**src/rtl/qracc_pkg.sv**
```systemverilog
// Shared types for the QR accelerator control blocks.
// Holds the job-scheduler FSM encoding used by qracc_seq_scheduler.
package qracc_pkg;

  typedef enum logic [2:0] {
    IDLE  = 3'd0,
    FETCH = 3'd1,
    LOAD  = 3'd2,
    ISSUE = 3'd3,
    DRAIN = 3'd4,
    DONE  = 3'd5
  } seq_sched_state_t;

endpackage

```
**src/rtl/qracc_seq_scheduler_if.sv**
```systemverilog
// Bundle of job-control, input-buffer, accelerator and output-buffer signals
// around qracc_seq_scheduler. master = the scheduler, slave = its surroundings.
interface qracc_seq_scheduler_if #(
  parameter int inputBits      = 5,
  parameter int inputElements  = 128,
  parameter int outputBits     = 4,
  parameter int outputElements = 32,
  parameter int addrBits       = 8
);
  localparam int InW  = inputBits * inputElements;
  localparam int OutW = outputBits * outputElements;

  logic                start_i;
  logic [addrBits-1:0] job_len_i;
  logic [addrBits-1:0] ifmap_base_i;
  logic [addrBits-1:0] ofmap_base_i;
  logic                busy_o;
  logic                done_o;
  logic                err_o;

  logic                ibuf_rd_en_o;
  logic [addrBits-1:0] ibuf_rd_addr_o;
  logic [InW-1:0]      ibuf_rd_data_i;

  logic                acc_valid_o;
  logic                acc_ready_i;
  logic [InW-1:0]      acc_data_o;
  logic                acc_out_valid_i;
  logic [OutW-1:0]     acc_out_data_i;

  logic                obuf_wr_en_o;
  logic [addrBits-1:0] obuf_wr_addr_o;
  logic [OutW-1:0]     obuf_wr_data_o;

  modport master (
    input  start_i, job_len_i, ifmap_base_i, ofmap_base_i,
    output busy_o, done_o, err_o,
    output ibuf_rd_en_o, ibuf_rd_addr_o,
    input  ibuf_rd_data_i,
    output acc_valid_o, acc_data_o,
    input  acc_ready_i, acc_out_valid_i, acc_out_data_i,
    output obuf_wr_en_o, obuf_wr_addr_o, obuf_wr_data_o
  );

  modport slave (
    output start_i, job_len_i, ifmap_base_i, ofmap_base_i,
    input  busy_o, done_o, err_o,
    input  ibuf_rd_en_o, ibuf_rd_addr_o,
    output ibuf_rd_data_i,
    input  acc_valid_o, acc_data_o,
    output acc_ready_i, acc_out_valid_i, acc_out_data_i,
    input  obuf_wr_en_o, obuf_wr_addr_o, obuf_wr_data_o
  );

endinterface

```
**src/rtl/qracc_seq_scheduler.sv**
```systemverilog
// Job-level sequencer for the bit-serial MAC accelerator: fetches job_len vectors,
// issues them with valid/ready and writes every returned result to the output buffer.
module qracc_seq_scheduler
  import qracc_pkg::*;
#(
  parameter int inputBits      = 5,
  parameter int inputElements  = 128,
  parameter int outputBits     = 4,
  parameter int outputElements = 32,
  parameter int addrBits       = 8
) (
  input logic                   clk,
  input logic                   nrst,
  qracc_seq_scheduler_if.master bus
);
  localparam int InW  = inputBits * inputElements;
  localparam int OutW = outputBits * outputElements;

  seq_sched_state_t    state_q, state_d;
  logic [addrBits-1:0] len_q, issued_q, retired_q;
  logic [addrBits-1:0] ifmap_base_q, ofmap_base_q;
  logic [addrBits-1:0] issued_next;
  logic [InW-1:0]      data_q;
  logic                wr_en_q;
  logic [addrBits-1:0] wr_addr_q;
  logic [OutW-1:0]     wr_data_q;
  logic                err_q;
  logic                start_ok, issue_fire, retire_ok, retire_bad;

  assign start_ok    = (state_q == IDLE) && bus.start_i;
  assign issue_fire  = (state_q == ISSUE) && bus.acc_ready_i;
  assign issued_next = issued_q + addrBits'(1);

  // A result is only accepted while a job still owes results; anything else is dropped.
  assign retire_ok  = bus.acc_out_valid_i && (state_q != IDLE) && (retired_q != len_q);
  assign retire_bad = bus.acc_out_valid_i && !retire_ok;

  always_comb begin
    // NOTE: default assignment first so every path drives state_d and no latch is inferred.
    state_d = state_q;
    unique case (state_q)
      IDLE:    if (bus.start_i) state_d = (bus.job_len_i == '0) ? DONE : FETCH;
      FETCH:   state_d = LOAD;
      LOAD:    state_d = ISSUE;
      ISSUE:   if (issue_fire) state_d = (issued_next < len_q) ? FETCH : DRAIN;
      DRAIN:   if (retired_q == len_q) state_d = DONE;
      DONE:    state_d = IDLE;
      default: state_d = IDLE;
    endcase
  end

  // NOTE: sequential state uses non-blocking assignments so every register samples pre-edge values.
  always_ff @(posedge clk or negedge nrst) begin
    if (!nrst) begin
      state_q      <= IDLE;
      len_q        <= '0;
      issued_q     <= '0;
      retired_q    <= '0;
      ifmap_base_q <= '0;
      ofmap_base_q <= '0;
      // NOTE: the wide vector register is reset too, so acc_data_o is defined from reset onward.
      data_q       <= '0;
      wr_en_q      <= 1'b0;
      wr_addr_q    <= '0;
      wr_data_q    <= '0;
      err_q        <= 1'b0;
    end else begin
      state_q <= state_d;

      if (start_ok) begin
        len_q        <= bus.job_len_i;
        ifmap_base_q <= bus.ifmap_base_i;
        ofmap_base_q <= bus.ofmap_base_i;
        issued_q     <= '0;
        retired_q    <= '0;
      end

      if (state_q == LOAD) data_q <= bus.ibuf_rd_data_i;
      if (issue_fire) issued_q <= issued_next;

      // Retire path is independent of the issue FSM and may update in the same cycle.
      wr_en_q <= retire_ok;
      if (retire_ok) begin
        wr_addr_q <= ofmap_base_q + retired_q;
        wr_data_q <= bus.acc_out_data_i;
        retired_q <= retired_q + addrBits'(1);
      end

      if (retire_bad) err_q <= 1'b1;
    end
  end

  assign bus.busy_o         = (state_q != IDLE);
  assign bus.done_o         = (state_q == DONE);
  assign bus.err_o          = err_q;
  assign bus.ibuf_rd_en_o   = (state_q == FETCH);
  assign bus.ibuf_rd_addr_o = (state_q == FETCH) ? (ifmap_base_q + issued_q) : '0;
  assign bus.acc_valid_o    = (state_q == ISSUE);
  assign bus.acc_data_o     = data_q;
  assign bus.obuf_wr_en_o   = wr_en_q;
  assign bus.obuf_wr_addr_o = wr_addr_q;
  assign bus.obuf_wr_data_o = wr_data_q;

endmodule

```
**src/flat_wrapper.sv**
```systemverilog
// flat-port wrapper written by rule: the top's interface ports become plain ports
module qracc_seq_scheduler_flat import qracc_pkg::*;
#(
  parameter int inputBits      = 5,
  parameter int inputElements  = 128,
  parameter int outputBits     = 4,
  parameter int outputElements = 32,
  parameter int addrBits       = 8
)
  (clk, nrst, bus_start_i, bus_job_len_i, bus_ifmap_base_i, bus_ofmap_base_i, bus_busy_o, bus_done_o, bus_err_o, bus_ibuf_rd_en_o, bus_ibuf_rd_addr_o, bus_ibuf_rd_data_i, bus_acc_valid_o, bus_acc_data_o, bus_acc_ready_i, bus_acc_out_valid_i, bus_acc_out_data_i, bus_obuf_wr_en_o, bus_obuf_wr_addr_o, bus_obuf_wr_data_o);
  qracc_seq_scheduler_if #(.inputBits(inputBits), .inputElements(inputElements), .outputBits(outputBits), .outputElements(outputElements), .addrBits(addrBits)) bus_i ();
  input logic clk;
  input logic nrst;
  input wire logic [$bits(bus_i.start_i)-1:0] bus_start_i;
  input wire logic [$bits(bus_i.job_len_i)-1:0] bus_job_len_i;
  input wire logic [$bits(bus_i.ifmap_base_i)-1:0] bus_ifmap_base_i;
  input wire logic [$bits(bus_i.ofmap_base_i)-1:0] bus_ofmap_base_i;
  output wire logic [$bits(bus_i.busy_o)-1:0] bus_busy_o;
  output wire logic [$bits(bus_i.done_o)-1:0] bus_done_o;
  output wire logic [$bits(bus_i.err_o)-1:0] bus_err_o;
  output wire logic [$bits(bus_i.ibuf_rd_en_o)-1:0] bus_ibuf_rd_en_o;
  output wire logic [$bits(bus_i.ibuf_rd_addr_o)-1:0] bus_ibuf_rd_addr_o;
  input wire logic [$bits(bus_i.ibuf_rd_data_i)-1:0] bus_ibuf_rd_data_i;
  output wire logic [$bits(bus_i.acc_valid_o)-1:0] bus_acc_valid_o;
  output wire logic [$bits(bus_i.acc_data_o)-1:0] bus_acc_data_o;
  input wire logic [$bits(bus_i.acc_ready_i)-1:0] bus_acc_ready_i;
  input wire logic [$bits(bus_i.acc_out_valid_i)-1:0] bus_acc_out_valid_i;
  input wire logic [$bits(bus_i.acc_out_data_i)-1:0] bus_acc_out_data_i;
  output wire logic [$bits(bus_i.obuf_wr_en_o)-1:0] bus_obuf_wr_en_o;
  output wire logic [$bits(bus_i.obuf_wr_addr_o)-1:0] bus_obuf_wr_addr_o;
  output wire logic [$bits(bus_i.obuf_wr_data_o)-1:0] bus_obuf_wr_data_o;
  assign bus_i.start_i = bus_start_i;
  assign bus_i.job_len_i = bus_job_len_i;
  assign bus_i.ifmap_base_i = bus_ifmap_base_i;
  assign bus_i.ofmap_base_i = bus_ofmap_base_i;
  assign bus_busy_o = bus_i.busy_o;
  assign bus_done_o = bus_i.done_o;
  assign bus_err_o = bus_i.err_o;
  assign bus_ibuf_rd_en_o = bus_i.ibuf_rd_en_o;
  assign bus_ibuf_rd_addr_o = bus_i.ibuf_rd_addr_o;
  assign bus_i.ibuf_rd_data_i = bus_ibuf_rd_data_i;
  assign bus_acc_valid_o = bus_i.acc_valid_o;
  assign bus_acc_data_o = bus_i.acc_data_o;
  assign bus_i.acc_ready_i = bus_acc_ready_i;
  assign bus_i.acc_out_valid_i = bus_acc_out_valid_i;
  assign bus_i.acc_out_data_i = bus_acc_out_data_i;
  assign bus_obuf_wr_en_o = bus_i.obuf_wr_en_o;
  assign bus_obuf_wr_addr_o = bus_i.obuf_wr_addr_o;
  assign bus_obuf_wr_data_o = bus_i.obuf_wr_data_o;
  qracc_seq_scheduler #(.inputBits(inputBits), .inputElements(inputElements), .outputBits(outputBits), .outputElements(outputElements), .addrBits(addrBits)) u_core (.clk(clk), .nrst(nrst), .bus(bus_i));
endmodule
```
**config.mk**
```make
export PLATFORM = sky130hd
export DESIGN_NAME = qracc_seq_scheduler_flat
export DESIGN_NICKNAME = d
export VERILOG_FILES = /design/src/rtl/qracc_pkg.sv /design/src/rtl/qracc_seq_scheduler_if.sv /design/src/rtl/qracc_seq_scheduler.sv /design/src/flat_wrapper.sv
export SDC_FILE = /design/constraint.sdc
export NUM_CORES = 1
export LEC_CHECK = 0
export ABC_AREA = 1
export CORE_AREA = 2 2 611 613
export CTS_BUF_LIST = sky130_fd_sc_hd__clkbuf_4 sky130_fd_sc_hd__clkbuf_8
export CTS_CLUSTER_DIAMETER = 150
export CTS_CLUSTER_SIZE = 20
export DETAILED_ROUTE_END_ITERATION = 7
export DIE_AREA = 0 0 613 615
export DONT_BUFFER_PORTS = 1
export PLACE_DENSITY = 0.3
export SETUP_SLACK_MARGIN = 0.4
export SLEW_MARGIN = 20
export SYNTH_ARGS = -nofsm -noshare
export SYNTH_HDL_FRONTEND = slang
export SYNTH_SLANG_ARGS = --single-unit
```
**constraint.sdc**
```tcl
create_clock -name clk -period 2.13 [get_ports clk]
set_input_delay 0.426 -clock clk [delete_from_list [all_inputs] [get_ports clk]]
set_output_delay 0.426 -clock clk [all_outputs]
set_load 0.02 [all_outputs]
```
======== Word level (Yosys, flattened, before mapping) ========
Cells that the tools add are included.
Widths: inputs -> output; s select.
word-level totals
  register bits ........................... 821
  input port bits ......................... 797
  output and inout port bits .............. 790
  logic and storage cells ................. 48
cells by class
  $add $sub $neg .......................... 4
  $lt $le $gt $ge ......................... 1
  equal/unequal tests ..................... 10
  mux-type cells .......................... 10
  reductions and logical operators ........ 12
operators with widths
  cell                 count
  $mux 8               4
  $add 8x1->8 const B  2
  $add 8x8->8          2
  $mux 3               5
  $pmux 3 s5           1
  $eq 8x8->1           1
  $logic_not 8->1      1
  $lt 8x8->1           1
  $ne 8x8->1           1
  $eq 3x2->1 const B   2
  $eq 3x3->1 const B   2
  $logic_and 1x1->1    5
  $ne 2x1->1 const B   2
  $reduce_bool 2->1    2
  $eq 3x1->1 const B   1
  $logic_not 3->1      1
  $reduce_and 3->1     1
  $reduce_bool 3->1    1
  $ne 2x2->1 const B   1
  $logic_not 1->1      1

======== Depth between registers and ports, before layout ========
Gate-level depths: netlist of run 1.
  depth after elaboration ................. 5
  gate-level depth with buffers ........... 17

======== Least setup slack after synthesis of run 1 ========
OpenSTA, ideal clock, no wires.
  path type ............................... flip-flop to output port
  start ................................... register u_core.issued_q[0]
  end ..................................... output port bus_ibuf_rd_addr_o[6]
  arrival ................................. 1,765 ps
  data required time ...................... 1,704 ps
  slack ................................... -61 ps
  cell stages (with the launch flop) ...... 10
  cell sequence ........................... dfrtp_1 > ha_1 > fa_1 > nand3_1 > nand3_1 > nand2_1 > nand2_1 > a21oi_1 > nor2_1 > nor2_1
between the ends
  longest elaborated chain between the ends .. 2
RTL lines
  what                      RTL line                   RTL
  start: declaration        qracc_seq_scheduler.sv:20  logic [addrBits-1:0] len_q, issued_q, retired_q;
  start signal: assignment  qracc_seq_scheduler.sv:79  if (issue_fire) issued_q <= issued_next;
  $add 8x8->8               qracc_seq_scheduler.sv:97  assign bus.ibuf_rd_addr_o = (state_q == FETCH) ? (ifmap_base_q + issued_q) : '0;
  $mux 8                    qracc_seq_scheduler.sv:97
  end: declaration          flat_wrapper.sv:22         output wire logic [$bits(bus_i.ibuf_rd_addr_o)-1:0] bus_ibuf_rd_addr_o;
Every way passes these cells.

======== Worst setup path in the final report of run 1 ========
  start ................................... register u_core.ifmap_base_q[0]
  end ..................................... output port bus_ibuf_rd_addr_o[6]
between the ends
  longest elaborated chain between the ends .. 2
RTL lines
  what                      RTL line                   RTL
  start: declaration        qracc_seq_scheduler.sv:21  logic [addrBits-1:0] ifmap_base_q, ofmap_base_q;
  start signal: assignment  qracc_seq_scheduler.sv:72  ifmap_base_q <= bus.ifmap_base_i;
  $add 8x8->8               qracc_seq_scheduler.sv:97
  $mux 8                    qracc_seq_scheduler.sv:97
Every way passes these cells.

==> impl_results.md, run 1 <==
* Post-route ant nets at 0
* Max VDD drop at 0.000772 V
* Final setup vio count at 398
* Clock Sinks at 821
* DR pass1 iterations at 5
* FMAX at 325 MHz
* Fraction of layout cells with a size suffix above 1 at 45.5%
* Area of the multi-input gates at 0.0121 mm^2
* H-tree depth at 2
* Primary FF master, synth: dfrtp_1
* I/O Buffers at 0
* Gate Count Post-Synth at 2,282
* Area after DPL at 0.0401 mm^2
* Post-synth cell types at 35
* Post-synthesis sequential area ratio at 61.4%
* Path type of the worst setup path: register to primary output
* Total CTS buffers at 56
* Final setup skew at 60.4 ps
* Max-slew violation count at 0
* Post-Layout Cell Count at 8,526
* Global-route wire length before repair at 354,000 um
* Num rows at 224
* Clock share of power at 10.6%
* Starting Density at 9.02%
* Flip-flop and latch area at 0.0213 mm^2
* Syn avg cell area at 14.7 um^2
* Highest cell delay on the worst timing path at 450 ps
* Worst slew pin tran at 846 ps
* Asr flop ratio synth at 100%
* Combinational Power Share at 35.7%
* Die Ht at 615 um
* Worst-path fanout max at 2
* Slew HR at 43.6%
* Worst path arrival time at 2650 ps
* Hold Vio Cnt, Final at 330
* Critical Path End Type: primary output
* Synth cell count leaders: dfrtp_1, nand2_1, mux2_4
* Reg power frac at 53.7%
* Initial antenna violation count at 425
* Power Dens Cells at 1730 mW/mm^2
* Final period util at 144%
* Start of the worst register-to-register path: u_core.state_q[2]
* Layout area overhead at 62.5%
* Final WL at 305,000 um
* Core area at 0.371 mm^2
* GRT busiest layer: met2
* Final core occ at 14.7%
* Net Switching at 46.2 mW
* Placed Cells at 7,244
* R2R cell count at 11
* CTS tree: yes
* Final worst slack at -947 ps
* Worst-path clk slew at 150 ps
* GRT Resource Usage Total at 15.2%
* Met2 GRT Util at 25.5%
* Reg-to-Reg End: u_core.bus.acc_data_o[638]
* Cell-internal power at 47.6 mW
* Number of synthesized flops with an enable pin at 0
* Via count at 25,100
* Failing checks: hold timing, setup timing
* Die Width at 613 um
* Largest net degree at the start of global routing at 188
* DIE AREA at 0.377 mm^2
* Worst Hold Class: primary input to async pin
* GR Util met3 at 9.19%
* Area leader, netlist: dfrtp_1
* Fillers at 41,100
* Share of Yosys cell area claimed by the top area cell type at 61.4%
* Static leakage at 22.2 nW
* Top-count cell post-synth: dfrtp_1
* Synth top area cells: dfrtp_1, mux2_4, mux2_2
* Status: complete, but fails checks
* Hpwl dp at 255,000 um
* Max stage delay cell, worst path: dfrtp_1
* Routability cong. at 0.922
* Clock Latency Late Sink at 950 ps
* Most frequent CP cell: nand3_2
* Post-route DRC at 0
* Max_cap viols at 0
* CP Cell Sequence: ha_4, fa_2, nand3_2, nand3_2, nand2_1, nand2_2, a21oi_2, nor2_1, nor2_2, buf_12
* Number of DRC markers in iteration 0 at 1,448
* Mapped Nets at 3,104
* Minimum clock period at 3080 ps
* Unrepaired setup endpoints after global routing: yes
* CP required at 1700 ps
* Yosys warnings at 0
* Switching share of power at 49.2%
* Grt ovf at 0
* Vias per cell at 2.95
* WL per Instance at 35.7 um
* Reg2Reg Setup Slack at -140 ps
* Synth Register Bits at 821
* M1 GR Usage at 16.0%
* Clock root cell: clkbuf_8
* Startpoint Class: register
* Number of global-route vias before repair at 25,000
* Num ports at 1,587
* Clock buffer depth at 3
* Mapped cell area at 0.0334 mm^2
* Hold_ws at -847 ps
* Design Area, Final at 0.0543 mm^2
* Nets at 4,201
repair_timing:
action | in CTS | in global routing
hold buffers | 938 | 5
setup buffers | 26 | 17
pin swaps | 30 | 8
endpoints found under the hold margin | 1142 | 374
resized for setup | 679 | 55
cloned | 17 | 44
endpoints found under the setup margin | 1688 | 1843
worst max-delay path, delay by kind of cell, from the launching register on:
kind,cells,cell delay [ps]
compound gates,1,130
simple gates,6,470
fa+ha+maj,2,530
buf+inv,1,150
flops,1,450
flip-flops by register name, indices dropped and copies added, names as in the netlist:
register / flops
u_core.retired_q: 8
u_core.bus.obuf_wr_data_o: 128
u_core.bus.err_o: 1
u_core.bus.obuf_wr_addr_o: 8
u_core.ofmap_base_q: 8
u_core.bus.acc_data_o: 640
u_core.issued_q: 8
u_core.len_q: 8
u_core.bus.obuf_wr_en_o: 1
u_core.ifmap_base_q: 8
u_core.state_q: 3
per-stage QoR:
step	TNS [ps]	worst slack (ps)	total power, mW	hold slack, ps
2_1_floorplan	0	117	58.0	130
3_3_place_gp	-532	-273	75.5	158
3_5_place_dp	-223100	-922	76.0	133
4_1_cts	-42930	-1190	92.4	-1040
5_1_grt	-70410	-1190	98.9	-963
6_report	-28820	-947	93.8	-847
power groups by stage:
| stage | Combinational, mW | Sequential (mW) | Clock (mW) |
|---|---|---|---|
| 2_1_floorplan | 20.8 | 37.2 | 0 |
| 3_3_place_gp | 24.7 | 50.8 | 0 |
| 3_5_place_dp | 25.3 | 50.7 | 0 |
| 4_1_cts | 29.8 | 51.8 | 10.7 |
| 5_1_grt | 35.8 | 52.0 | 11.1 |
| 6_report | 33.4 | 50.4 | 9.95 |
placed cells by master, fill, tap and decap left out, drive strengths merged, types with 19 or more instances in the layout:
master / n
mux2: 655
buf: 160
nand2: 482
nor2: 27
ha: 23
nand3: 19
inv: 68
clkbuf: 94
diode: 147
o21ai: 30
dlygate4sd3: 941
dfrtp: 821
metal layers:
metal | wire length [um] | vias up | part of all wire, %
met5 | 955 | - | 0.31
met4 | 9010 | 140 | 3.0
met3 | 40300 | 624 | 13
met2 | 144000 | 1603 | 47
met1 | 110000 | 12700 | 36
li1 | - | 10100 | -
cell families (layout without fill, tap and decap cells):
group	after synthesis	in the layout	share of synthesized area (%)
AOI/OAI and AO/OA	60	60	0.991
xor gates and xnor gates	14	14	0.367
adders and majority gates	25	25	0.980
buffers and inverters	164	1289	3.62
DFF	821	821	61.4
muxes	655	655	26.3
other	0	147	0
and+or+nand+nor	543	543	6.31
worst max-delay path by stage:
stage                                 startpoint                            to  cells past startpoint
final                     u_core.ifmap_base_q[0]         bus_ibuf_rd_addr_o[6]                     10
after global routing      u_core.ifmap_base_q[0]         bus_ibuf_rd_addr_o[6]                     10
after CTS                 u_core.ifmap_base_q[0]         bus_ibuf_rd_addr_o[6]                     10
after detailed placement                    nrst  u_core.bus.obuf_wr_data_o[2]                      3
after global placement        u_core.issued_q[1]             u_core.state_q[0]                     16
after floorplan               u_core.issued_q[0]         bus_ibuf_rd_addr_o[6]                      9
cell type report:
cell class                      instances  share of cell area (%)
Sequential cell                       821                    39.2
Timing Repair Buffer                 1142                    23.9
Multi-Input combinational cell       1297                    22.2
Tap cell                             4972                    11.4
Clock buffer                           59                    1.48
Antenna cell                          147                   0.677
Clock inverter                         27                   0.589
Inverter                               59                   0.458
Timing Repair inverter                  2                  0.0322
(Power assumes the default switching activity.)
==> inputs of run 2 (changes only) <==
--- a/config.mk
+++ b/config.mk
@@ -9,7 +9,7 @@
 export CORE_AREA = 2 2 611 613
 export CTS_BUF_LIST = sky130_fd_sc_hd__clkbuf_4 sky130_fd_sc_hd__clkbuf_8
 export CTS_CLUSTER_DIAMETER = 150
-export CTS_CLUSTER_SIZE = 20
+export CTS_CLUSTER_SIZE = 16
 export DETAILED_ROUTE_END_ITERATION = 7
 export DIE_AREA = 0 0 613 615
 export DONT_BUFFER_PORTS = 1
==> run 2 against run 1 <==
Against the previous run:
- the flow still finishes with violations (hold timing, setup timing)
- first-iteration DRC count up 0.55%
- combinational power increased by 9.0%
- total power rose by 4.3%
- sequential power about the same
- clock power grew 9.5%
- register-to-register slack better by 20 ps
- largest cell class unchanged
- largest power group unchanged
- die area stayed put
- clock-buffer cell count increased by 21
==> impl_results.md, run 2 (synthesized netlist as in run 1, its figures left out) <==
* Status: complete, but fails checks
* Failing checks: hold timing, setup timing
* Die Width at 613 um (unchanged)
* Via count at 25,100 (-0.14%)
* DR WL met2 at 145,000 um (+0.73%)
* Start of the worst register-to-register path: u_core.issued_q[0]
* Number of DRC markers in iteration 0 at 1,456 (+0.55%)
* Layout area overhead at 64.4%
* Static leakage at 22.7 nW (+2.3%)
* Grt ovf at 0 (unchanged)
* Most common cell after layout, fill and taps aside: dlygate4sd3_1
* Placed Cells at 7,244 (unchanged)
* Max VDD drop at 0.000703 V (-8.9%)
* Hold Vio Cnt, Final at 330 (unchanged)
* Die Ht at 615 um (unchanged)
* Final WL at 306,000 um (+0.46%)
* Combinational Power Share at 37.3% (+1.6 points)
* DR pass1 iterations at 5 (unchanged)
* Initial antenna violation count at 430 (+1.2%)
* Clock Sinks at 821 (unchanged)
* Max-slew violation count at 0 (unchanged)
* Crit path launch: u_core.ifmap_base_q[0]
* Design Area, Final at 0.0550 mm^2 (+1.2%)
* Post-route ant nets at 0 (unchanged)
* Switching share of power at 48.4% (-0.85 points)
* Worst slew pin tran at 901 ps (+54.8 ps)
* Final setup vio count at 315 (-21%)
* Number of global-route vias before repair at 24,900 (-0.27%)
* Nets at 4,169 (-0.76%)
* Largest net degree at the start of global routing at 188 (unchanged)
* Global-route wire length before repair at 359,000 um (+1.4%)
* Clock share of power at 11.2% (+0.6 points)
* GRT Resource Usage Total at 15.4% (+0.23 points)
* Minimum clock period at 3110 ps (+31.2 ps)
* Cell-internal power at 50.5 mW (+6.0%)
* Wire length on met1 at 110,000 um (+0.33%)
* Final worst slack at -978 ps (-31.2 ps)
* Num ports at 1,587 (unchanged)
* Core area at 0.371 mm^2 (unchanged)
* Hold_ws at -857 ps (-9.97 ps)
* Hpwl dp at 255,000 um (unchanged)
* Clock buffer depth at 4 (+1)
* Critical Path End Type: primary output
* Clock Latency Late Sink at 970 ps (+20 ps)
* Num rows at 224 (unchanged)
* Final setup skew at 57.5 ps (-2.85 ps)
* DIE AREA at 0.377 mm^2 (unchanged)
* CP required at 1700 ps (about the same)
* I/O Buffers at 0 (unchanged)
* CTS tree: yes
* Unrepaired setup endpoints after global routing: yes
* Reg power frac at 51.6% (-2.1 points)
* Max reg flops at 640 (unchanged)
* Worst-path clk slew at 130 ps (-20 ps)
* WL per Instance at 36.0 um (+0.90%)
* Worst Hold Class: primary input to async pin
* Worst-path fanout max at 2 (unchanged)
* FMAX at 322 MHz (-1.0%)
* Power Dens Cells at 1780 mW/mm^2 (+3.1%)
* Total chip power at 97.8 mW (+4.3%)
* Total CTS buffers at 71 (+27%)
* Clock root cell: clkbuf_8
* Startpoint Class: register
* Starting Density at 9.02% (unchanged)
* Highest Signal Layer: met5
* Post-Layout Cell Count at 8,489 (-0.43%)
* Fraction of layout cells with a size suffix above 1 at 47.2% (+1.7 points)
* Net Switching at 47.3 mW (+2.5%)
* Met3 Wirelength at 40,200 um (-0.15%)
* Worst path arrival time at 2680 ps (+30 ps)
* Slew HR at 39.8% (-3.8 points)
* H-tree depth at 3 (+1)
* Max_cap viols at 0 (unchanged)
* Area after DPL at 0.0401 mm^2 (unchanged)
* Most frequent cells in the layout: dlygate4sd3_1, dfrtp_1, mux2_4
* Path type of the worst setup path: register to primary output
* Setup TNS at -16,380 ps (+12,440 ps)
* Routability cong. at 0.922 (unchanged)
* Post-route DRC at 0 (unchanged)
* Final period util at 146% (+1.5 points)
* Vias per cell at 2.96 (+0.30%)
* Fillers at 41,100 (-0.034%)
==> run 2: path summary, 6_finish.rpt <==
check                                                      to  slack [ps]  cells past startpoint
min in group clk                u_core.bus.obuf_wr_data_o[91]         130                      3
worst max register to register              u_core.state_q[0]        -120                     17
worst min register to register                u_core.len_q[1]         530                      2
worst max-delay path                    bus_ibuf_rd_addr_o[6]        -980                     10
max in group asynchronous          u_core.bus.acc_data_o[319]         640                      3
worst min-delay path               u_core.bus.acc_data_o[606]        -860                      0
==> run 2: power groups by stage <==
stage | Sequential [mW] | Combinational (mW) | Clock (mW)
2_1_floorplan | 37.2 | 20.8 | 0
3_3_place_gp | 50.8 | 24.7 | 0
3_5_place_dp | 50.7 | 25.3 | 0
4_1_cts | 51.6 | 33.3 | 11.8
5_1_grt | 52.0 | 38.8 | 12.1
6_report | 50.4 | 36.4 | 10.9
==> run 2: through the flow <==
stage / setup WS [ps] / utilization (%)
after floorplan: 117 / -
after detailed placement: -922 / 10.8
after global routing: -1220 / 14.8
final: -978 / 14.8
after global placement: -273 / 10.8
after CTS: -1210 / 14.3
==> run 2: final cells by class <==
cell class              count  area [um^2]  share of cell area (%)
repair buffers           1092        13000                    23.6
flip-flops and latches    821        21300                    38.7
clock buffers              80         1060                    1.93
diodes                    148          370                   0.673
clock inverters            15          235                   0.428
well taps                4972         6220                    11.3
repair inverters            5         85.1                   0.155
inverters                  59          259                   0.471
multi-input cells        1297        12500                    22.8
==> run 2: what timing repair did <==
action / 4_1_cts / 5_1_grt
gates cloned: 44 / 33
hold endpoints to repair: 1142 / 386
setup endpoints to repair: 1725 / 1855
pin swaps: 48 / 36
setup buffers: 47 / 29
hold buffers: 843 / 4
gates resized for setup: 702 / 156
==> run 2: worst max-delay path, cell delays in order, from the launching register on <==
cell and delay [ps]:
dfrtp_1 440, ha_4 180, fa_2 350, nand3_2 80
nand3_2 70, nand2_1 70, nand2_1 60, a21oi_2 130
nor2_1 60, nor2_2 130, buf_12 150
==> run 2: metal layers <==
| metal | track usage, % | vias up |
|---|---|---|
| met3 | 9.14 | 658 |
| met5 | 0 | - |
| met2 | 25.9 | 1638 |
| met1 | 16.5 | 12700 |
| met4 | 3.38 | 154 |
| li1 | - | 10000 |
